==> src/rtl/uart_rx_engine.sv <==
// UART receive engine: synchronizer, start qualification, mid-bit sampling, frame decode.
// Optional UART_RX_MAJORITY_EN: 2-of-3 majority vote at every sample point.
module uart_rx_engine #(
  parameter int CLK_PER_BIT = 10416
) (
  input  logic       clk,
  input  logic       reset,
  input  logic       rx,
  input  logic       eight,
  input  logic       pen,
  input  logic       ohel,
  input  logic       rx_clr,
  output logic [7:0] rx_data,
  output logic       rx_rdy,
  output logic       perr,
  output logic       ferr,
  output logic       ovf
);

  localparam int HALF = CLK_PER_BIT / 2;
  localparam int TW   = $clog2(CLK_PER_BIT);

  typedef enum logic [1:0] {
    IDLE,
    START,
    DATA
  } state_e;

  state_e        state_q, state_d;
  logic [TW-1:0] tmr_q, tmr_d;
  logic [3:0]    cnt_q, cnt_d;
  logic [9:0]    sr_q, sr_d;
  logic          eight_q, eight_d;
  logic          pen_q, pen_d;
  logic          ohel_q, ohel_d;
  logic [7:0]    data_q, data_d;
  logic          rdy_q, rdy_d;
  logic          perr_q, perr_d;
  logic          ferr_q, ferr_d;
  logic          ovf_q, ovf_d;
  logic          s1_q, rxs_q;
  logic          samp;

  always_ff @(posedge clk or posedge reset) begin
    if (reset) begin
      s1_q  <= 1'b1;
      rxs_q <= 1'b1;
    end else begin
      s1_q  <= rx;
      rxs_q <= s1_q;
    end
  end

`ifdef UART_RX_MAJORITY_EN
  logic h1_q, h2_q;

  always_ff @(posedge clk or posedge reset) begin
    if (reset) begin
      h1_q <= 1'b1;
      h2_q <= 1'b1;
    end else begin
      h1_q <= rxs_q;
      h2_q <= h1_q;
    end
  end

  assign samp = (rxs_q & h1_q) | (rxs_q & h2_q) | (h1_q & h2_q);
`else
  assign samp = rxs_q;
`endif

  // Frame length F counts start, data, parity and stop bits
  logic [3:0] flen;
  logic [3:0] stop_idx;
  logic [9:0] sr_n;
  logic [9:0] v;
  logic [7:0] dat;
  logic       pbit;
  logic       stop;
  logic       perr_n;
  logic       done;

  assign flen     = (eight_q ? 4'd10 : 4'd9) + {3'b000, pen_q};
  assign stop_idx = (eight_q ? 4'd8 : 4'd7) + {3'b000, pen_q};
  assign sr_n     = {samp, sr_q[9:1]};
  assign v        = sr_n >> (4'd11 - flen);
  assign dat      = eight_q ? v[7:0] : {1'b0, v[6:0]};
  assign pbit     = eight_q ? v[8] : v[7];
  assign stop     = v[stop_idx];
  assign perr_n   = pen_q & (pbit ^ (^dat) ^ ohel_q);

  always_comb begin
    state_d = state_q;
    tmr_d   = tmr_q + TW'(1);
    cnt_d   = cnt_q;
    sr_d    = sr_q;
    eight_d = eight_q;
    pen_d   = pen_q;
    ohel_d  = ohel_q;
    done    = 1'b0;
    unique case (state_q)
      IDLE: begin
        tmr_d = '0;
        cnt_d = 4'd0;
        if (!rxs_q) begin
          state_d = START;
          eight_d = eight;
          pen_d   = pen;
          ohel_d  = ohel;
        end
      end
      START: begin
        if (tmr_q == TW'(HALF - 1)) begin
          if (samp) begin
            state_d = IDLE;
          end else begin
            state_d = DATA;
            tmr_d   = '0;
            cnt_d   = 4'd1;
          end
        end
      end
      DATA: begin
        if (tmr_q == TW'(CLK_PER_BIT - 1)) begin
          tmr_d = '0;
          sr_d  = sr_n;
          cnt_d = cnt_q + 4'd1;
          if (cnt_q + 4'd1 == flen) begin
            state_d = IDLE;
            done    = 1'b1;
          end
        end
      end
      default: state_d = IDLE;
    endcase
  end

  // Completion beats a simultaneous read; that read still consumes the old char
  always_comb begin
    data_d = data_q;
    rdy_d  = rdy_q;
    perr_d = perr_q;
    ferr_d = ferr_q;
    ovf_d  = ovf_q;
    if (done) begin
      data_d = dat;
      rdy_d  = 1'b1;
      perr_d = perr_n;
      ferr_d = ~stop;
      ovf_d  = rx_clr ? 1'b0 : (ovf_q | rdy_q);
    end else if (rx_clr) begin
      rdy_d  = 1'b0;
      perr_d = 1'b0;
      ferr_d = 1'b0;
      ovf_d  = 1'b0;
    end
  end

  always_ff @(posedge clk or posedge reset) begin
    if (reset) begin
      state_q <= IDLE;
      tmr_q   <= '0;
      cnt_q   <= 4'd0;
      sr_q    <= 10'd0;
      eight_q <= 1'b0;
      pen_q   <= 1'b0;
      ohel_q  <= 1'b0;
      data_q  <= 8'h00;
      rdy_q   <= 1'b0;
      perr_q  <= 1'b0;
      ferr_q  <= 1'b0;
      ovf_q   <= 1'b0;
    end else begin
      state_q <= state_d;
      tmr_q   <= tmr_d;
      cnt_q   <= cnt_d;
      sr_q    <= sr_d;
      eight_q <= eight_d;
      pen_q   <= pen_d;
      ohel_q  <= ohel_d;
      data_q  <= data_d;
      rdy_q   <= rdy_d;
      perr_q  <= perr_d;
      ferr_q  <= ferr_d;
      ovf_q   <= ovf_d;
    end
  end

  assign rx_data = data_q;
  assign rx_rdy  = rdy_q;
  assign perr    = perr_q;
  assign ferr    = ferr_q;
  assign ovf     = ovf_q;

endmodule
==> config.mk <==
export PLATFORM = sky130hd
export DESIGN_NAME = uart_rx_engine
export DESIGN_NICKNAME = d
export VERILOG_FILES = /design/src/rtl/uart_rx_engine.sv
export SDC_FILE = /design/constraint.sdc
export NUM_CORES = 1
export LEC_CHECK = 0
export CAP_MARGIN = 20
export CELL_PAD_IN_SITES_DETAIL_PLACEMENT = 1
export CELL_PAD_IN_SITES_GLOBAL_PLACEMENT = 2
export CORE_ASPECT_RATIO = 0.7
export CORE_MARGIN = 2
export CORE_UTILIZATION = 25
export DETAILED_ROUTE_END_ITERATION = 8
export PLACE_DENSITY = 0.54
export SLEW_MARGIN = 25
export SYNTH_ARGS = -nofsm -noshare
export SYNTH_HDL_FRONTEND = slang
export SYNTH_SLANG_ARGS = --single-unit
==> constraint.sdc <==
create_clock -name clk -period 3.22 [get_ports clk]
set_clock_uncertainty 0.05 [all_clocks]
set_input_delay 0.483 -clock clk [delete_from_list [all_inputs] [get_ports clk]]
set_output_delay 0.483 -clock clk [all_outputs]
set_load 0.01 [all_outputs]
==> impl_results.md <==
- Pin count of the biggest net entering global routing: 33
- Seq cells post-synth: 46
- Routed Antenna Nets: 0
- Setup bufs post-CTS: 0
- Clock Tree Buf Depth: 2
- Die H: 87.0 um
- Ys async rst share: 100%
- Routed WL: 5.72 mm
- Mean post-synth cell area: 10.1 um^2
- First-pass iteration count of the detailed router: 3
- Yosys top cell area share: roughly 45%
- Htree depth: 2
- Final hold violation count: 0
- Top post-synthesis cells by area: dfrtp_1 (45%), nand2_1 (5.2%), ha_1 (5.1%)
- GRT Overall Usage: 12.0%
- IO Count: 19
- Post-synth EDFFs: 0
- Clk root buf: clkbuf_16
- Reg2reg path depth: 10
- Relative slew slack: 50.4%
- Ys Warns: 0
- Drt drc: 0
- Area of the mapped netlist: roughly 2500 um^2
- Tcrit/Tclk final: 85.7%
- P per Cell Area: around 420 nW/um^2
- TNS Setup: 0 ns
- CP arrival: 2.86 ns
- Clk slew on worst S/H paths: 0.06 ns
- DR vias/cell: 4.38
- Post-synthesis cell count: 244
- Main synth FF type: dfrtp_1
- GPL Wtd Cong: 0.681
- Fin nets: ~280
- Type of the tightest min-delay check: reg2reg
- Iteration-0 DRC Markers: 81
- CP max FO: 8
- WL per Instance: 14.6 um
- Synthesized Nets: 261
- Hold Path Depth: 0
- Slew Limit Fails: 0
- Final core occ: 30.4%
- Grt total ovfl: 0
- Total core area: 9610 um^2
- First-pass GRT wire length: 9.66 mm
- RSZ-0062 raised after global routing: no
- Unique masters post-synth: 45
- N_diodes: 0
- Seq/Total Area, Yosys: a little under half
- Area Overhead vs Synth: 19.0%
- Clock Sinks: 46
- Crit Path Class: reg2reg
- Maxcap violations: 0
- F_max: 0.363 GHz
- Starting Density: between 20% and 30%
- Critical Path Source Type: flip-flop
- Tightest Pin Transition: 0.744 ns
- Die extent in x: 123 um
- Num CTS Buffers: 5
- Via count: 1723
- Area leader, netlist: dfrtp_1
- Number of gates resized after cts: 0
- Initial antenna violation count: 0
- Leakage: 1.31 nW
- Final setup fails: 0
- Detail Placement HPWL: 4.22 mm
- Status: finished, final reports clean
- Peak VDD IR: 0.000168 V
- Vias in the first global route: 1767
- Layout cells sized above 1: 10.9%
- # rows: 30
- Worst skew pair latency: 0.29 ns
- Crit path time final: between 2 and 3 ns
- Hold Buf Count CTS: 0
- Worst setup EP type: flip-flop
- CP required: ~3.3 ns
- DIE AREA: 10700 um^2
- CTS tree: done
- Port Buffer Count: 18
[sequential cells by signal, indices dropped and copies added (netlist names)]
name and count:
s1_q 1, state_q 2, tmr_q 14, rx_data 8, perr 1, ovf 1
cnt_q 4, eight_q 1, sr_q 9, ferr 1, rx_rdy 1, pen_q 1
ohel_q 1, rxs_q 1
[stage by stage]
step	instance area, um^2	setup WS [ns]	instances	hold WS, ns	total power [W]
finish	2920	0.462	393	0.307	0.00122
global route	2920	0.168	393	0.310	0.00127
CTS	2920	0.445	393	0.307	0.00124
detailed placement	2780	0.456	385	0.297	0.000696
global placement	2780	0.455	385	0.295	0.000697
floorplan	2460	0.845	244	0.295	0.000670
[final cells by class]
type,count,area [um^2]
Clock buffer,7,143
Clock inverter,1,5.00
Fill cell,1121,6690
Inverter,12,45.0
Multi-Input combinational cell,178,1210
Sequential cell,46,1150
Tap cell,128,160
Timing Repair Buffer,21,203
[Yosys cell counts, types with 3 or more instances]
master and n:
o21ai_0 8, mux2_2 11, mux2i_1 8, dfrtp_1 44, xor2_1 12, ha_1 10
nand4_1 3, inv_1 11, o21ai_1 11, nor2_1 24, xnor2_1 11, nand3_1 14
nand2_1 34, clkbuf_1 4
[critical path, stage by stage (launching register included)]
cell and delay (ns):
dfrtp_1 0.38, inv_1 0.17, ha_1 0.43, mux2_4 0.36
mux2i_4 0.17, xor2_1 0.16, xnor3_1 0.41, o21ai_0 0.08
o21ai_1 0.10, xnor2_1 0.23, o31ai_2 0.08
[per-layer routing]
layer	track usage, %	vias to the layer above	share of wire, %	wire [um]
met5	0	-	0	0
met4	4.39	0	1.7	95
met3	3.08	7	3.4	194
met2	15.1	21	35	1980
met1	19.1	827	60	3460
li1	-	868	-	-
[cell families after synthesis]
logic type,share of synthesized area (%)
AND/OR/NAND/NOR,17.1
flip-flops,46.9
AO/OA/AOI/OAI,7.69
XOR/XNOR,9.11
multiplexers,10.4
buffers and inverters,3.61
adder cells (fa/ha/maj),5.09
[where the power goes]
part	switching [W]	total [W]	internal, W
sequential	0.00000324	0.000585	0.000582
combinational	0.0000576	0.0000984	0.0000408
clock	0.000225	0.000533	0.000308
total	0.000285	0.00122	0.000931
[path summary, 6_finish.rpt]
path / startpoint / to / slack [ns]
max in group asynchronous: reset / s1_q / 1.92
worst max-delay path: pen_q / perr / 0.46
worst min-delay path: s1_q / rxs_q / 0.31
worst max register to register: pen_q / perr / 0.46
min in group asynchronous: reset / ovf / 0.42
worst min register to register: s1_q / rxs_q / 0.31
[placed cells by master (no fill, tap or decap), types with 2 or more instances in the layout]
cell type	instances
xor2_1	12
nand2_1	34
dfrtp_1	44
nand3b_1	2
o21ai_0	8
nor2_1	24
xnor2_1	11
mux2i_1	8
or4_1	2
nand3_1	14
a21oi_1	2
mux2_2	11
inv_2	2
o21ai_1	11
buf_4	3
ha_1	10
o211ai_1	2
nand4_1	3
inv_1	10
clkdlybuf4s50_1	18
nor2b_1	2
dfstp_2	2
mux2_4	2
clkbuf_16	5
Note: power is estimated with default switching activity, not from simulation.
